**config.mk**
```make
export PLATFORM = sky130hd
export DESIGN_NAME = lot_input_cond
export DESIGN_NICKNAME = d
export VERILOG_FILES = /design/src/rtl/lot_pkg.sv /design/src/rtl/lot_debounce.sv /design/src/rtl/lot_input_cond.sv
export SDC_FILE = /design/constraint.sdc
export NUM_CORES = 1
export LEC_CHECK = 0
export CAP_MARGIN = 25
export CELL_PAD_IN_SITES_DETAIL_PLACEMENT = 1
export CELL_PAD_IN_SITES_GLOBAL_PLACEMENT = 1
export CORE_MARGIN = 2
export CORE_UTILIZATION = 30
export CTS_BUF_LIST = sky130_fd_sc_hd__clkbuf_8 sky130_fd_sc_hd__clkbuf_16
export DETAILED_ROUTE_END_ITERATION = 6
export GPL_TIMING_DRIVEN = 0
export PLACE_DENSITY_LB_ADDON = 0.1
export SYNTH_ARGS = -nofsm -noshare
export SYNTH_HDL_FRONTEND = slang
export SYNTH_SLANG_ARGS = --single-unit
```
**constraint.sdc**
```tcl
create_clock -name clk -period 4.7 [get_ports clk]
set_clock_uncertainty 0.2 [all_clocks]
set_input_delay 1.41 -clock clk [delete_from_list [all_inputs] [get_ports clk]]
set_output_delay 1.41 -clock clk [all_outputs]
set_load 0.02 [all_outputs]
```
**src/rtl/lot_pkg.sv**
```systemverilog
// Shared definitions for the Lot input conditioning slice: debounce FSM
// state encoding, default debounce length and the largest legal bet number.
package lot_pkg;

    typedef enum logic [1:0] {
        IDLE   = 2'd0,
        P_WAIT = 2'd1,
        HELD   = 2'd2,
        R_WAIT = 2'd3
    } deb_state_t;

    // 10 ms at 50 MHz
    localparam int DEBOUNCE_CYC_DEF = 500000;

    localparam logic [3:0] NUM_MAX = 4'd9;

endpackage

```
**src/rtl/lot_debounce.sv**
```systemverilog
// One push-button conditioner: 2-flop synchroniser, polarity fix-up and a
// press/release qualifying FSM. req is high for the single cycle in which a
// press has been stable for DEBOUNCE_CYC cycles (P_WAIT -> HELD).
module lot_debounce
    import lot_pkg::*;
#(
    parameter int DEBOUNCE_CYC = DEBOUNCE_CYC_DEF,
    parameter int CNT_W        = 19,
    parameter int BTN_ACT_LOW  = 1
) (
    input  logic clk,
    input  logic reset,
    input  logic key,
    output logic req
);

    // Raw level of a released button
    localparam logic IDLE_LVL = (BTN_ACT_LOW != 0);
    localparam logic [CNT_W-1:0] CNT_LAST = CNT_W'(DEBOUNCE_CYC - 1);

    logic             sync_p0;
    logic             sync_p1;
    logic             act;
    deb_state_t       state;
    deb_state_t       state_nxt;
    logic [CNT_W-1:0] cnt;
    logic [CNT_W-1:0] cnt_nxt;

    // Synchroniser loads the released level so a held key must re-qualify after reset
    always_ff @(posedge clk or posedge reset) begin
        if (reset) begin
            sync_p0 <= IDLE_LVL;
            sync_p1 <= IDLE_LVL;
        end else begin
            sync_p0 <= key;
            sync_p1 <= sync_p0;
        end
    end

    // Polarity is normalised after synchronisation: act=1 means pressed
    assign act = sync_p1 ^ IDLE_LVL;

    // FSM state and qualification counter
    always_ff @(posedge clk or posedge reset) begin
        if (reset) begin
            state <= IDLE;
            cnt   <= '0;
        end else begin
            state <= state_nxt;
            cnt   <= cnt_nxt;
        end
    end

    // Next-state logic; the counter is never incremented past CNT_LAST, so it cannot wrap
    always_comb begin
        state_nxt = state;
        cnt_nxt   = cnt;
        req       = 1'b0;
        case (state)
            IDLE: begin
                if (act) begin
                    cnt_nxt   = '0;
                    state_nxt = P_WAIT;
                end
            end
            P_WAIT: begin
                if (!act) begin
                    state_nxt = IDLE;
                end else if (cnt == CNT_LAST) begin
                    req       = 1'b1;
                    state_nxt = HELD;
                end else begin
                    cnt_nxt = cnt + CNT_W'(1);
                end
            end
            HELD: begin
                if (!act) begin
                    cnt_nxt   = '0;
                    state_nxt = R_WAIT;
                end
            end
            R_WAIT: begin
                if (act) begin
                    state_nxt = HELD;
                end else if (cnt == CNT_LAST) begin
                    state_nxt = IDLE;
                end else begin
                    cnt_nxt = cnt + CNT_W'(1);
                end
            end
            default: begin
                state_nxt = IDLE;
            end
        endcase
    end

endmodule

```
**src/rtl/lot_input_cond.sv**
```systemverilog
// Input conditioning in front of the Lot controller: three debounced buttons
// arbitrated into mutually exclusive one-cycle pulses (fim_jogo > fim > insere)
// and a bet number register captured with each insere pulse.
// Optional macro NUM_CHECK_EN: numbers above NUM_MAX are rejected with a
// num_err pulse instead of insere; otherwise num_err is tied low.
module lot_input_cond
    import lot_pkg::*;
#(
    parameter int DEBOUNCE_CYC = DEBOUNCE_CYC_DEF,
    parameter int CNT_W        = 19,
    parameter int BTN_ACT_LOW  = 1
) (
    input  logic       clk,
    input  logic       reset,
    input  logic       key_ins,
    input  logic       key_fim,
    input  logic       key_fj,
    input  logic [3:0] sw_num,
    output logic       insere,
    output logic       fim,
    output logic       fim_jogo,
    output logic [3:0] num,
    output logic       num_err
);

    logic       req_ins;
    logic       req_fim;
    logic       req_fj;
    logic       win_ins;
    logic       win_fim;
    logic       win_fj;
    logic       take_ins;
    logic [3:0] sw_p0;
    logic [3:0] sw_p1;

    lot_debounce #(
        .DEBOUNCE_CYC (DEBOUNCE_CYC),
        .CNT_W        (CNT_W),
        .BTN_ACT_LOW  (BTN_ACT_LOW)
    ) u_deb_ins (
        .clk   (clk),
        .reset (reset),
        .key   (key_ins),
        .req   (req_ins)
    );

    lot_debounce #(
        .DEBOUNCE_CYC (DEBOUNCE_CYC),
        .CNT_W        (CNT_W),
        .BTN_ACT_LOW  (BTN_ACT_LOW)
    ) u_deb_fim (
        .clk   (clk),
        .reset (reset),
        .key   (key_fim),
        .req   (req_fim)
    );

    lot_debounce #(
        .DEBOUNCE_CYC (DEBOUNCE_CYC),
        .CNT_W        (CNT_W),
        .BTN_ACT_LOW  (BTN_ACT_LOW)
    ) u_deb_fj (
        .clk   (clk),
        .reset (reset),
        .key   (key_fj),
        .req   (req_fj)
    );

    // Switch synchroniser; num only ever samples the second stage
    always_ff @(posedge clk or posedge reset) begin
        if (reset) begin
            sw_p0 <= 4'd0;
            sw_p1 <= 4'd0;
        end else begin
            sw_p0 <= sw_num;
            sw_p1 <= sw_p0;
        end
    end

    // Fixed-priority arbiter; losing requests are simply dropped
    always_comb begin
        win_fj  = req_fj;
        win_fim = req_fim & ~req_fj;
        win_ins = req_ins & ~req_fim & ~req_fj;
    end

`ifdef NUM_CHECK_EN
    logic num_ok;
    assign num_ok   = (sw_p1 <= NUM_MAX);
    assign take_ins = win_ins & num_ok;

    // Rejected number pulse
    always_ff @(posedge clk or posedge reset) begin
        if (reset) begin
            num_err <= 1'b0;
        end else begin
            num_err <= win_ins & ~num_ok;
        end
    end
`else
    assign take_ins = win_ins;
    assign num_err  = 1'b0;
`endif

    // Registered output pulses and the bet number captured alongside insere
    always_ff @(posedge clk or posedge reset) begin
        if (reset) begin
            insere   <= 1'b0;
            fim      <= 1'b0;
            fim_jogo <= 1'b0;
            num      <= 4'd0;
        end else begin
            insere   <= take_ins;
            fim      <= win_fim;
            fim_jogo <= win_fj;
            if (take_ins) begin
                num <= sw_p1;
            end
        end
    end

endmodule

```
==> reports/results.ini <==
[global_route]
use_met3 = 0.02899
grt_max_degree = 62
grt_pass1_wl_um = 17200
grt_overflow = 0
antenna_found_initial = 0
grt_pass1_vias = 3305
gr-usage-met2 = 0.2379
track_usage = 0.1526
grt.busiest_layer = met2
gr-usage-met1 = 0.2090

[worst_setup_path]
worst-path-max-fanout = 2
rr_worst_depth = 7
path_cells = clkdlybuf4s50_1
endpoint_kind = output pin
r2r_end = u_deb_ins.cnt[12]
cp.arrival_ps = 1310
critPathTopFamily = buffers and inverters
worstSetupPathType = flip-flop to output pin
required_ps = 3090
critPathMaxStageDelay_ps = 610
crit_start = num[1]
cp.buffers_inverters = 1
cp-start-kind = flip-flop
r2r_start = u_deb_ins.cnt[0]
reg2reg_slack_ps = 1790
crit_slowest_cell = clkdlybuf4s50_1

[place]
hpwl_um = 6653
portBuffers = 15
dp.cells = 601
gp_congestion = 0.7721

[power]
vdd_drop_max_mv = 0.1784
p_sw_frac = 0.2569
pwr-share-comb = 0.055
p_seq_frac = 0.473
clockPowerShare = 0.472
p_sw_uw = 416.6
p_leak_uw = 0.001891
p_int_uw = 1205
power.density_nw_per_um2 = 342.4
total_power_uw = 1621

[logic_synthesis]
netlist_top_cells_area = dfrtp_1, dfstp_2, nand2_1
seq_area_frac_synth = 0.5244
avgSynthCellArea_um2 = 9.835
yosys.area.top_type = dfrtp_1
syn_nets = 421
yosys_register_bits = 84
synthFlopType = dfrtp_1
synth_edf_count = 0
netlist_area_um2 = 4023
yosysUniqueCellTypes = 46
async_flop_share = 1.000
synth_warnings = 0
yosysTopAreaCellShare = 0.4852
synthCells = 409

[clocking]
post_cts_buffers = 0
cts_made_buffers = 9
cts_resized = 0
cts_tree = yes
clockBufferDepth = 2
cts_hold_buf = 0
clockRootBuffer = clkbuf_16
path_clk_slew_ps = 70
cts_htree_levels = 3
insertion_delay_ps = 350
cts_num_sinks = 84

[detailed_routing]
ant_nets = 0
post_drt_wl_per_cell_um = 15.77
via_count = 3132
drt-pass1-iter-count = 4
drtIter0Drc = 135
drcViolationCount = 0
via_per_inst = 5.076
drt_wl_total_um = 9733

[die]
dieArea_um2 = 14350
rows = 42
die_y_um = 119.8
io_pins = 17
fp.dieW_um = 119.8
start_util = 0.3050
core-area_um2 = 13190

[hold_path]
hold_end = sw_p1[0]
min_from = sw_p0[0]
hp-class = flip-flop to flip-flop
hold_depth = 0

[layout]
drive_gt1_frac = 0.07710
antennaDiodeCount = 0
area_growth_pct = 17.73
layout.cells.non_filler = 617
final_nets = 448

[sta]
relSlewSlack = 0.4022
min_period_ps = 2920
rsz0062_at_grt = false
worst_pin_slew_ps = 888.4
drv_slew = 0
period_share = 0.6213
final-hold-violation-count = 0
setup_viol_count_final = 0
fmax_ghz = 0.3424

[flow_run]
cap_violations = 0

[run_status]
status = finished, final reports clean

synth_stat cells (all sizes together) (6+ instances only):
cell type / number
dfstp: 6
mux2: 6
inv: 16
nand2: 42
o31ai: 7
or3: 11
a21oi: 15
dfrtp: 78
or4: 7
o21ai: 30
nand4: 11
nor2: 38
nor4: 9
nand3: 25
xnor2: 15
nor3: 13
a22o: 6
xor2: 11
clkbuf: 10
mux2i: 8
worst max-delay path by stage:
stage	to	slack [ps]	cells after the start
floorplan	async pin	930	1
global placement	u_deb_ins.cnt[13]	-680	2
detailed placement	u_deb_ins.cnt[12]	1680	7
CTS	u_deb_ins.cnt[12]	1660	7
global route	u_deb_ins.cnt[13]	1460	7
finish	num[1]	1780	1
cell families after synthesis:
kind of cell / share of synthesized area
other: 0.0009322
flip-flops: 0.5244
buffers and inverters: 0.02613
AO/OA/AOI/OAI: 0.1110
multiplexers: 0.03670
adder cells (fa/ha/maj): 0.009332
AND/OR/NAND/NOR: 0.2348
XOR/XNOR: 0.05661
final cells by class:
cell class | instances | area, um2
sequential | 84 | 2110
tap | 176 | 220.2
fill | 1518 | 8454
clock inverter | 7 | 87.58
multi-input combinational | 298 | 1808
inverter | 16 | 62.56
timing repair buffer | 16 | 177.7
buffer | 11 | 45.04
clock buffer | 9 | 225.2
registers in the layout (all words and copies together), names as in the netlist, 4 cells and up, named ones only:
register / flops
u_deb_fim.cnt: 19
u_deb_fj.cnt: 19
u_deb_ins.cnt: 19
num: 4
sw_p0: 4
sw_p1: 4
stage by stage:
step           utilization  hold WS (ps)  setup WS (ps)  instance area (um2)  TNS [ps]
2_1_floorplan            -         131.2          934.8                 4023         0
3_3_place_gp        0.3330         131.4         -683.7                 4393    -52900
3_5_place_dp        0.3353         141.7           1679                 4423         0
4_1_cts             0.3590         156.7           1660                 4736         0
5_1_grt             0.3590         159.0           1463                 4736         0
6_report            0.3590         155.4           1780                 4736         0
power groups by stage:
stage | clock network [uW] | registers [uW] | logic, uW
after global placement | 0 | 780 | 87.2
after CTS | 794 | 767 | 92.5
after floorplan | 0 | 776 | 60.4
after detailed placement | 0 | 782 | 92.0
after global routing | 820 | 772 | 105
final | 765 | 767 | 88.8
routing by layer:
layer,up-vias,share of wire
met5,-,0
met4,0,0.020
met3,11,0.019
met2,25,0.46
met1,1573,0.50
li1,1523,-
cell usage in the layout, fill, tap and decap left out, types with 9 or more instances in the layout:
master,n
clkbuf_16,9
nand4_1,11
xor2_1,11
inv_1,15
or3_1,11
clkdlybuf4s50_1,15
nor3_1,12
xnor2_1,15
dfrtp_1,78
nor2_1,38
nor4_1,9
nand2_1,42
clkbuf_1,10
nand3_1,25
o21ai_0,29
a21oi_1,15
No activity file was read; power rests on OpenSTA's default activity.
